### config.mk
export PLATFORM = sky130hd
export DESIGN_NAME = hdmi_tmds_encoder
export DESIGN_NICKNAME = d
export VERILOG_FILES = /design/src/rtl/hdmi_tmds_encoder.sv
export SDC_FILE = /design/constraint.sdc
export NUM_CORES = 1
export LEC_CHECK = 0
export BUFFER_PORTS_ARGS = -buffer_cell sky130_fd_sc_hd__buf_2
export CORE_MARGIN = 3
export CORE_UTILIZATION = 64
export DETAILED_ROUTE_END_ITERATION = 8
export PLACE_DENSITY = 0.87
export SLEW_MARGIN = 20
export SYNTH_ARGS = -nofsm -noshare
export SYNTH_HDL_FRONTEND = slang
export SYNTH_SLANG_ARGS = --single-unit
### constraint.sdc
create_clock -name pixel_clk -period 14.46 [get_ports pixel_clk]
set_clock_uncertainty 0.2 [all_clocks]
set_input_delay 0.723 -clock pixel_clk [delete_from_list [all_inputs] [get_ports pixel_clk]]
set_output_delay 0.723 -clock pixel_clk [all_outputs]
set_load 0.02 [all_outputs]
### src/rtl/hdmi_tmds_encoder.sv
// hdmi_tmds_encoder
//   DVI 1.0 TMDS encoder for three channels. Each pixel clock it turns one
//   8-bit Red/Green/Blue pixel plus hs/vs/active_nblank into three 10-bit
//   code words for a 10:1 LSB-first serialiser. Data periods use the
//   transition-minimised, DC-balanced code. Blanking periods use control
//   tokens.
//
//   Ports
//     pixel_clk      in   1  pixel clock (only clock)
//     reset_n        in   1  synchronous active-low reset
//     Red/Green/Blue in   8  pixel data for channels 2/1/0
//     hs, vs         in   1  syncs (active low), control bits c0/c1 of channel 0
//     active_nblank  in   1  1 = data period, 0 = control period
//     tmds_ch0/1/2   out 10  registered code words, bit 0 is sent first
//
//   Build option
//     TMDS_INPUT_REG_EN: registers all inputs before encoding. Latency
//     becomes 2 cycles instead of 1.
module hdmi_tmds_encoder (
  input  logic       pixel_clk,
  input  logic       reset_n,
  input  logic [7:0] Red,
  input  logic [7:0] Green,
  input  logic [7:0] Blue,
  input  logic       hs,
  input  logic       vs,
  input  logic       active_nblank,
  output logic [9:0] tmds_ch0,
  output logic [9:0] tmds_ch1,
  output logic [9:0] tmds_ch2
);

  localparam logic [9:0] TOKEN_00 = 10'b1101010100;
  localparam logic [9:0] TOKEN_01 = 10'b0010101011;
  localparam logic [9:0] TOKEN_10 = 10'b0101010100;
  localparam logic [9:0] TOKEN_11 = 10'b1010101011;

  // Control token for {c1, c0}.
  function automatic logic [9:0] ctrl_token(input logic [1:0] c);
    logic [9:0] tok;
    case (c)
      2'b00:   tok = TOKEN_00;
      2'b01:   tok = TOKEN_01;
      2'b10:   tok = TOKEN_10;
      2'b11:   tok = TOKEN_11;
      default: tok = TOKEN_00;
    endcase
    return tok;
  endfunction

  // One data-period encode. Returns {next cnt, code word}.
  // Disparity arithmetic is done modulo 32 on 5 bits. Every intermediate
  // wrap cancels because the true result always fits in -16..15.
  function automatic logic [14:0] tmds_encode(input logic [7:0] d,
                                              input logic [4:0] cnt_in);
    logic [3:0] n1_d;
    logic [3:0] n1_q;
    logic       use_xnor;
    logic [8:0] q_m;
    logic [4:0] diff;
    logic [4:0] q8_x2;
    logic [4:0] nq8_x2;
    logic [9:0] code;
    logic [4:0] cnt_out;
    n1_d = 4'd0;
    for (int i = 0; i < 8; i++) n1_d = n1_d + {3'b000, d[i]};
    use_xnor = (n1_d > 4'd4) || ((n1_d == 4'd4) && (d[0] == 1'b0));
    q_m[0] = d[0];
    for (int i = 1; i < 8; i++) begin
      if (use_xnor) q_m[i] = ~(q_m[i-1] ^ d[i]);
      else          q_m[i] = q_m[i-1] ^ d[i];
    end
    q_m[8] = ~use_xnor;
    n1_q = 4'd0;
    for (int i = 0; i < 8; i++) n1_q = n1_q + {3'b000, q_m[i]};
    // n1 - n0 = 2*n1 - 8
    diff   = {n1_q, 1'b0} - 5'd8;
    q8_x2  = {3'b000, q_m[8], 1'b0};
    nq8_x2 = {3'b000, ~q_m[8], 1'b0};
    if ((cnt_in == 5'd0) || (n1_q == 4'd4)) begin
      code    = {~q_m[8], q_m[8], (q_m[8] ? q_m[7:0] : ~q_m[7:0])};
      cnt_out = q_m[8] ? (cnt_in + diff) : (cnt_in - diff);
    end else if ((!cnt_in[4] && (n1_q > 4'd4)) || (cnt_in[4] && (n1_q < 4'd4))) begin
      // cnt is nonzero here, so a clear sign bit means cnt > 0
      code    = {1'b1, q_m[8], ~q_m[7:0]};
      cnt_out = cnt_in + q8_x2 - diff;
    end else begin
      code    = {1'b0, q_m[8], q_m[7:0]};
      cnt_out = cnt_in + diff - nq8_x2;
    end
    return {cnt_out, code};
  endfunction

  logic [7:0]  red_s, green_s, blue_s;
  logic        hs_s, vs_s, de_s;
  logic [4:0]  cnt0_r, cnt1_r, cnt2_r;
  logic [14:0] enc0_s, enc1_s, enc2_s;

`ifdef TMDS_INPUT_REG_EN
  logic [7:0] red_r, green_r, blue_r;
  logic       hs_r, vs_r, de_r;

  // Input register: cleared to blanking with syncs inactive.
  always_ff @(posedge pixel_clk) begin
    if (!reset_n) begin
      red_r   <= 8'd0;
      green_r <= 8'd0;
      blue_r  <= 8'd0;
      hs_r    <= 1'b1;
      vs_r    <= 1'b1;
      de_r    <= 1'b0;
    end else begin
      red_r   <= Red;
      green_r <= Green;
      blue_r  <= Blue;
      hs_r    <= hs;
      vs_r    <= vs;
      de_r    <= active_nblank;
    end
  end

  assign red_s   = red_r;
  assign green_s = green_r;
  assign blue_s  = blue_r;
  assign hs_s    = hs_r;
  assign vs_s    = vs_r;
  assign de_s    = de_r;
`else
  assign red_s   = Red;
  assign green_s = Green;
  assign blue_s  = Blue;
  assign hs_s    = hs;
  assign vs_s    = vs;
  assign de_s    = active_nblank;
`endif

  // Combinational encode of all three channels from their current disparity.
  always_comb begin
    enc0_s = tmds_encode(blue_s,  cnt0_r);
    enc1_s = tmds_encode(green_s, cnt1_r);
    enc2_s = tmds_encode(red_s,   cnt2_r);
  end

  // Output and disparity registers. Blanking emits tokens and clears cnt.
  always_ff @(posedge pixel_clk) begin
    if (!reset_n) begin
      tmds_ch0 <= TOKEN_00;
      tmds_ch1 <= TOKEN_00;
      tmds_ch2 <= TOKEN_00;
      cnt0_r   <= 5'd0;
      cnt1_r   <= 5'd0;
      cnt2_r   <= 5'd0;
    end else if (de_s) begin
      tmds_ch0 <= enc0_s[9:0];
      tmds_ch1 <= enc1_s[9:0];
      tmds_ch2 <= enc2_s[9:0];
      cnt0_r   <= enc0_s[14:10];
      cnt1_r   <= enc1_s[14:10];
      cnt2_r   <= enc2_s[14:10];
    end else begin
      tmds_ch0 <= ctrl_token({vs_s, hs_s});
      tmds_ch1 <= TOKEN_00;
      tmds_ch2 <= TOKEN_00;
      cnt0_r   <= 5'd0;
      cnt1_r   <= 5'd0;
      cnt2_r   <= 5'd0;
    end
  end

endmodule

==> impl_summary.txt, run 1 <==
----------------------------------------------------
[Worst setup path]
  Required time worst endpoint ... 14.41 ns
  Type of origin of the critical path ... input pin
  Critical Path Fanout Max ... 13
  Cell count of the worst reg-to-reg path ... 10
  Crit path largest cell delay ... 0.53 ns
  Crit path DAT ... 7.96 ns
  Worst Path Class, Setup ... in -> reg
  Critical Path Slowest Stage Cell ... fa_1
  Most numerous cell on the critical path ... fa_1
  Critical Path End Type ... register

[Cells and area]
  Layout cell share with drive strength beyond 1 ... 15.58%
  Growth of design area from synthesis to finish ... 10.27%
  Fillers ... 499
  Number of nets in the final layout ... 684
  Post-Layout Inst Area ... around 0.0051 mm^2
  Count of inserted antenna diode cells ... 0

[Timing]
  Final setup violating endpoints ... 0
  Fin crit share ... 55.42%
  Worst-case headroom to the max-slew limit ... 32.41%
  Unrepaired setup endpoints after global routing ... false
  Number of hold-slack violations in the final timing report ... 0
  Setup tns final ... 0 ns
  Top achievable clock speed ... 124.8 MHz
  Slew Limit Fails ... 0
  Shortest clock period the worst path allows after layout ... 8.014 ns
  Worst slew pin tran ... about 1.0 ns
  Setup ws final ... 6.446 ns

[Logic synthesis]
  Yosys synthesis warning count ... 0
  Net Count, Synth ... 625
  Synth cell types ... 46
  Post-synth design cell area ... 0.004668 mm^2
  Primary flip-flop cell chosen by synthesis mapping ... dfxtp_1
  Dominant cell by count in the synthesized netlist ... inv_1
  Post-synthesis sequential element count ... 42
  Average footprint of a synthesized cell ... 9.469 um^2
  Count of flip-flops with a built-in enable after synthesis ... 0
  Portion of the post-synthesis area used by sequential elements ... a little under a fifth
  Biggest area contributors in the synthesized netlist ... dfxtp_1 (18%), ha_1 (17%), fa_1 (16%)
  Fraction of synthesis flops using an asynchronous set or reset pin ... 0%
  Top post-synthesis cells by count ... inv_1 (75), ha_1 (65), xnor2_1 (47)
  Gate count of the mapped netlist ... 493
  Area fraction of the dominant cell type after synthesis ... between 10% and 20%
  Cell taking the most area after synthesis ... dfxtp_1

[CTS]
  Number of cells upsized or downsized after cts ... 0
  Max H-tree Level ... 2
  TritonCTS Buffers ... 5
  CTS tree ... done
  Clk pin slew, worst setup/hold paths ... about 0.09 ns
  Buffer levels on the longest clock path ... 2
  Hold buffer count at CTS ... 0
  Root buffer cell ... clkbuf_8
  Sink Count ... 42
  Setup fix buffers added after clock tree synthesis ... 0
  Clock latency on the worst-skew pair ... 0.30 ns

[Route]
  Number of vias per cell after detailed routing ... 5.465
  Iter 0 DRT Violations ... 110
  Post-detailed-route DRC marker count ... 0
  Final routed wire length divided by cell count ... 14.78 um
  First-pass iteration count of the detailed router ... 4
  Via count of the routed design ... 3541
  Number of antenna-violating nets in the routed design ... 0
  Detailed Route WL ... 9578 um

[Place]
  Placer's final routability congestion estimate ... a little over 0.9
  Placed Instance Area ... 0.005067 mm^2
  Setup slack at placement ... 6.137 ns
  Port buffer count ... slightly below 60
  Half-perimeter wire length of the detailed placement result ... a little under 8000 um

[GRT]
  Overflow after GRT ... 0
  Combined global-route utilization of all metal layers ... 24.34%
  Initial antenna violation count ... 0
  Vias in the first global route ... 3730
  Largest net degree at the start of global routing ... 28
  First-pass GRT wire length ... 16740 um

[Floorplan]
  Floorplan die height ... 91.41 um
  Width of the die ... 91.41 um
  Number of placement rows ... 30
  Die Outline Area ... 0.008355 mm^2
  Total I/O pin count ... 59
  Placeable core region ... 0.006944 mm^2
  Starting density of the core ... 67.23%

[Status]
  Outcome ... finished, final reports clean

[Flow run]
  Total of max-cap violations ... 0

[Worst hold path]
  Hold Path Cell Cnt ... 2
  Class of the tightest hold or removal check ... in -> reg

----------------------------------------------------
==> final timing paths <==
check | startpoint | slack, ns | end
worst max-delay path | Green[0] | 6.45 | tmds_ch1[1]$_SDFF_PN0_
worst min register to register | cnt0_r[4]$_SDFF_PN0_ | 0.56 | cnt0_r[4]$_SDFF_PN0_
worst min-delay path | reset_n | 0.42 | tmds_ch0[9]$_SDFF_PN1_
worst max register to register | cnt0_r[1]$_SDFF_PN0_ | 12.00 | cnt0_r[4]$_SDFF_PN0_
==> flip-flops by register name, summed over array words and instances, names as in the netlist <==
name      cells
cnt0_r        4
cnt1_r        4
cnt2_r        4
tmds_ch2     10
tmds_ch0     10
tmds_ch1     10
==> layer usage <==
layer | routed length [um] | track usage, % | part of all wire, % | vias up
met1 | 3909 | 28.73 | 41 | 1710
met2 | 5044 | 44.43 | 53 | 97
met4 | 241 | 8.166 | 2.5 | 0
li1 | - | - | - | 1710
met3 | 382 | 3.894 | 4.0 | 24
met5 | 0 | 0 | 0 | -
==> cells by family (layout without fill, tap and decap cells) <==
group / count (synthesis) / after routing / share of synthesized area [%]
flip-flops: 42 / 42 / 18.01
AO/OA/AOI/OAI: 76 / 76 / 10.72
AND/OR/NAND/NOR: 94 / 94 / 9.890
adder cells (fa/ha/maj): 103 / 103 / 33.72
multiplexers: 5 / 5 / 1.099
XOR/XNOR: 88 / 88 / 19.65
buffers and inverters: 85 / 144 / 6.915
==> final cells by class <==
| cell class | count | area, um^2 | share of cell area [%] |
|---|---|---|---|
| clock buffers | 6 | 72.57 | 1.410 |
| clock inverters | 1 | 7.507 | 0.1458 |
| inverters | 75 | 281.5 | 5.469 |
| multi-input cells | 366 | 3505 | 68.08 |
| flip-flops and latches | 42 | 840.8 | 16.33 |
| well taps | 96 | 120.1 | 2.333 |
| repair buffers | 62 | 320.3 | 6.223 |
==> metrics by stage <==
| stage | cells | util, % | hold WS (ns) |
|---|---|---|---|
| 4_1_cts | 648 | 74.13 | 0.4195 |
| 5_1_grt | 648 | 74.13 | 0.4203 |
| 6_report | 648 | 74.13 | 0.4237 |
| 3_3_place_gp | 641 | 72.97 | 0.5189 |
| 2_1_floorplan | 493 | - | 0.4682 |
| 3_5_place_dp | 641 | 72.97 | 0.5336 |
==> placed cells by master (no fill, tap or decap), types with 4 or more instances in the layout <==
cell,count
inv_1,75
ha_1,65
buf_2,58
xnor2_1,47
dfxtp_1,42
fa_1,38
nor2_1,30
xor2_1,29
a21oi_1,24
nand2_1,24
o21ai_0,12
nor3b_1,8
nand2b_1,7
xnor2_2,6
a21o_1,6
o211ai_1,5
a211oi_1,5
nand4_1,5
clkbuf_8,5
o22ai_1,4
mux2i_1,4
buf_4,4
==> worst max-delay path, delay by kind of cell <==
kind                       cells  cell delay (ns)
AOI/OAI and AO/OA              3             0.85
and+or+nand+nor                4             0.59
xor gates and xnor gates       3             0.67
buffers and inverters          6             0.64
adders and majority gates     11             4.44
Power of run 1 is not shown: default switching activity piles up to over one toggle a cycle in this logic, so the estimate is an artifact.
==> run 2: changes to the inputs <==
--- a/config.mk
+++ b/config.mk
@@ -5,11 +5,12 @@
 export SDC_FILE = /design/constraint.sdc
 export NUM_CORES = 1
 export LEC_CHECK = 0
+export ABC_AREA = 1
 export BUFFER_PORTS_ARGS = -buffer_cell sky130_fd_sc_hd__buf_2
 export CORE_MARGIN = 3
-export CORE_UTILIZATION = 64
+export CORE_UTILIZATION = 55
 export DETAILED_ROUTE_END_ITERATION = 8
-export PLACE_DENSITY = 0.87
+export PLACE_DENSITY = 0.79
 export SLEW_MARGIN = 20
 export SYNTH_ARGS = -nofsm -noshare
 export SYNTH_HDL_FRONTEND = slang
==> constraint.sdc (replaced) <==
create_clock -name pixel_clk -period 6.8 [get_ports pixel_clk]
set_clock_uncertainty 0.2 [all_clocks]
set_input_delay 0.34 -clock pixel_clk [delete_from_list [all_inputs] [get_ports pixel_clk]]
set_output_delay 0.34 -clock pixel_clk [all_outputs]
set_load 0.02 [all_outputs]
==> run 2 against run 1 <==
The flow now finishes with violations (design-rule violations, negative setup slack). Non-clock buffer count grew 167. Utilization grew 20 points. Area after synthesis grew 8.3%. Critical path depth grew 11. First-iteration DRC count grew to 11 times the previous value. Register-to-register slack lost 7.9 ns. Worst hold slack lost 0.32 ns. Final cell count grew 55%. Final area grew 62%.
==> impl_summary.txt, run 2 <==
----------------------------------------------------
[Cells and area]
  Post-Layout Inst Area ... 0.008320 mm^2 (+62%)
  Commonest cells after routing, fill and taps aside ... buf_4 (141), nand2_1 (93), inv_1 (74)
  Largest registers ranked by flip-flop count ... tmds_ch0 x10, tmds_ch1 x10, tmds_ch2 x10
  Number of nets in the final layout ... 1026 (+50%)
  Growth of design area from synthesis to finish ... 64.52%
  Non-filler cells in the finished layout ... 1006 (+55%)
  Fillers ... 234 (-53%)
  Layout cell share with drive strength beyond 1 ... 51.62% (+36 points)
  Commonest non-fill, non-tap cell in the layout ... buf_4
  Core Util, Final ... 94.49% (+20 points)

[Logic synthesis]
  Portion of the post-synthesis area used by sequential elements ... 16.63% (-1.4 points)
  Primary flip-flop cell chosen by synthesis mapping ... dfxtp_1
  Average footprint of a synthesized cell ... 7.582 um^2 (-20%)
  Gate count of the mapped netlist ... 667 (+35%)
  Biggest area contributors in the synthesized netlist ... dfxtp_1 (17%), ha_1 (16%), fa_1 (15%)
  Cell taking the most area after synthesis ... dfxtp_1
  Area fraction of the dominant cell type after synthesis ... 16.63% (-1.4 points)
  Net Count, Synth ... 799 (+28%)
  Synth cell types ... 41 (-11%)
  Fraction of synthesis flops using an asynchronous set or reset pin ... 0% (unchanged)
  Post-synthesis sequential element count ... 42 (unchanged)
  Post-synth design cell area ... 0.005057 mm^2 (+8.3%)
  Count of flip-flops with a built-in enable after synthesis ... 0 (unchanged)
  Top post-synthesis cells by count ... nand2_1 (137), inv_1 (106), ha_1 (65)
  Dominant cell by count in the synthesized netlist ... nand2_1
  Yosys synthesis warning count ... 0 (unchanged)

[GRT]
  Overflow after GRT ... 0 (unchanged)
  Global Route met1 Usage ... 37.61% (+8.9 points)
  First-pass GRT wire length ... 29530 um (+76%)
  Met3 GRT Util ... 6.758% (+2.9 points)
  Largest net degree at the start of global routing ... 22 (-21%)
  GRT busiest layer ... met2
  Initial antenna violation count ... 6 (+6)
  Vias in the first global route ... 6400 (+72%)
  Fraction of met2 tracks used by global routing ... 65.39% (+21 points)
  Combined global-route utilization of all metal layers ... 35.87% (+12 points)

[Timing]
  Shortest clock period the worst path allows after layout ... roughly 8.3 ns
  Setup ws final ... -1.531 ns (-7.977 ns)
  Worst slew pin tran ... 1.139 ns (+0.1272 ns)
  Final setup violating endpoints ... 38 (+38)
  Worst-case headroom to the max-slew limit ... 24.01% (-8.4 points)
  Slew Limit Fails ... 0 (unchanged)
  Unrepaired setup endpoints after global routing ... true
  Top achievable clock speed ... ~120 MHz
  Fin crit share ... 122.5%
  Number of hold-slack violations in the final timing report ... 0 (unchanged)
  Tightest hold margin ... 0.1045 ns (-0.3192 ns)

[Worst setup path]
  Most numerous cell on the critical path ... nand2_4
  Type of origin of the critical path ... input pin
  Required time worst endpoint ... 6.84 ns (-7.57 ns)
  Crit path largest cell delay ... 0.68 ns (+0.15 ns)
  Critical Path Fanout Max ... 4 (-9)
  Critical Path Slowest Stage Cell ... fa_2
  Critical Path End Type ... register
  Crit path DAT ... 8.37 ns (+0.41 ns)
  Worst Path Class, Setup ... in -> reg

[CTS]
  Buffer levels on the longest clock path ... 2 (unchanged)
  Max H-tree Level ... 2 (unchanged)
  Root buffer cell ... clkbuf_8
  Clk pin slew, worst setup/hold paths ... 0.11 ns (+0.02 ns)
  Clock latency on the worst-skew pair ... 0.33 ns (+0.03 ns)
  TritonCTS Buffers ... 5 (unchanged)
  Sink Count ... 42 (unchanged)
  CTS tree ... done

[Floorplan]
  Placeable core region ... 0.008806 mm^2 (+27%)
  Die Outline Area ... 0.01038 mm^2 (+24%)
  Number of placement rows ... 34 (+13%)
  Starting density of the core ... 57.43% (-9.8 points)
  Floorplan die height ... 101.9 um (+11%)
  Total I/O pin count ... 59 (unchanged)
  Width of the die ... 101.9 um (+11%)

[Place]
  Placer's final routability congestion estimate ... 0.9372 (+2.6%)
  Placed Instance Area ... 0.006726 mm^2 (+33%)
  Number of cells in the design after placement ... 951 (+48%)
  Half-perimeter wire length of the detailed placement result ... 12010 um (+51%)
  Port buffer count ... 58 (unchanged)

[Worst hold path]
  Class of the tightest hold or removal check ... in -> reg

[Status]
  Violated checks ... design-rule violations, negative setup slack
  Outcome ... finished with violations

[Route]
  Final routed wire length divided by cell count ... 28.71 um (+94%)
  Post-detailed-route DRC marker count ... 95 (+95)
  Number of antenna-violating nets in the routed design ... 0 (unchanged)
  First-pass iteration count of the detailed router ... 9 (+5)
  Iter 0 DRT Violations ... 1175 (+970%)
  Number of vias per cell after detailed routing ... 6.906 (+26%)
  Via count of the routed design ... 6947 (+96%)
  Detailed Route WL ... 28880 um (+200%)

[Flow run]
  Total of max-cap violations ... 0 (unchanged)

----------------------------------------------------
run 2: layout make-up:
type | count | area, um^2 | area share, %
Timing Repair Buffer | 229 | 1750 | 21.04
Tap cell | 108 | 135.1 | 1.624
Clock buffer | 5 | 68.82 | 0.8271
Antenna cell | 3 | 7.507 | 0.09023
Multi-Input combinational cell | 505 | 5007 | 60.18
Clock inverter | 3 | 48.80 | 0.5865
Sequential cell | 42 | 840.8 | 10.11
Inverter | 111 | 461.7 | 5.549
run 2: per-layer routing:
layer,vias to the layer above,wire [um]
li1,2597,-
met1,3122,8688
met2,813,12160
met3,413,4445
met4,2,3574
met5,-,12
run 2: cell families (layout without fill, tap and decap cells):
kind of cell	Yosys count	count (layout)	synth area share, %
AOI/OAI and AO/OA	91	91	10.56
and+or+nand+nor	266	266	24.12
buffers and inverters	120	348	9.475
xor gates and xnor gates	45	45	8.090
other	0	3	0
adders and majority gates	103	103	31.12
DFF	42	42	16.63
run 2: stage by stage:
| step | setup WS (ns) | setup TNS (ns) |
|---|---|---|
| after floorplan | -0.2186 | -0.7627 |
| after global placement | -0.5777 | -13.38 |
| after detailed placement | -0.7973 | -21.52 |
| after CTS | -0.2980 | -4.604 |
| after global routing | -1.911 | -43.15 |
| final | -1.531 | -31.17 |
run 2: critical path, delay by kind of cell:
| family | cells | cell delay, ns |
|---|---|---|
| adder cells (fa/ha/maj) | 10 | 4.65 |
| buffers and inverters | 5 | 0.47 |
| AND/OR/NAND/NOR | 19 | 2.11 |
| XOR/XNOR | 1 | 0.18 |
| AO/OA/AOI/OAI | 3 | 0.57 |
run 2: final timing paths:
check	startpoint	to	slack, ns	cells after the start
worst max-delay path	Red[1]	cnt2_r[3]$_SDFF_PN0_	-1.53	38
worst min register to register	cnt1_r[1]$_SDFF_PN0_	cnt1_r[1]$_SDFF_PN0_	0.73	4
worst max register to register	cnt1_r[1]$_SDFF_PN0_	cnt1_r[3]$_SDFF_PN0_	4.10	7
worst min-delay path	Green[0]	tmds_ch1[0]$_SDFF_PN0_	0.10	3
run 2: timing repair:
action,CTS,global route
hold buffers,0,0
pin swaps,60,91
gates resized for setup,94,163
buffers inserted,26,25
endpoints found under the setup margin,39,39
Power of run 2 is left out for the same reason.
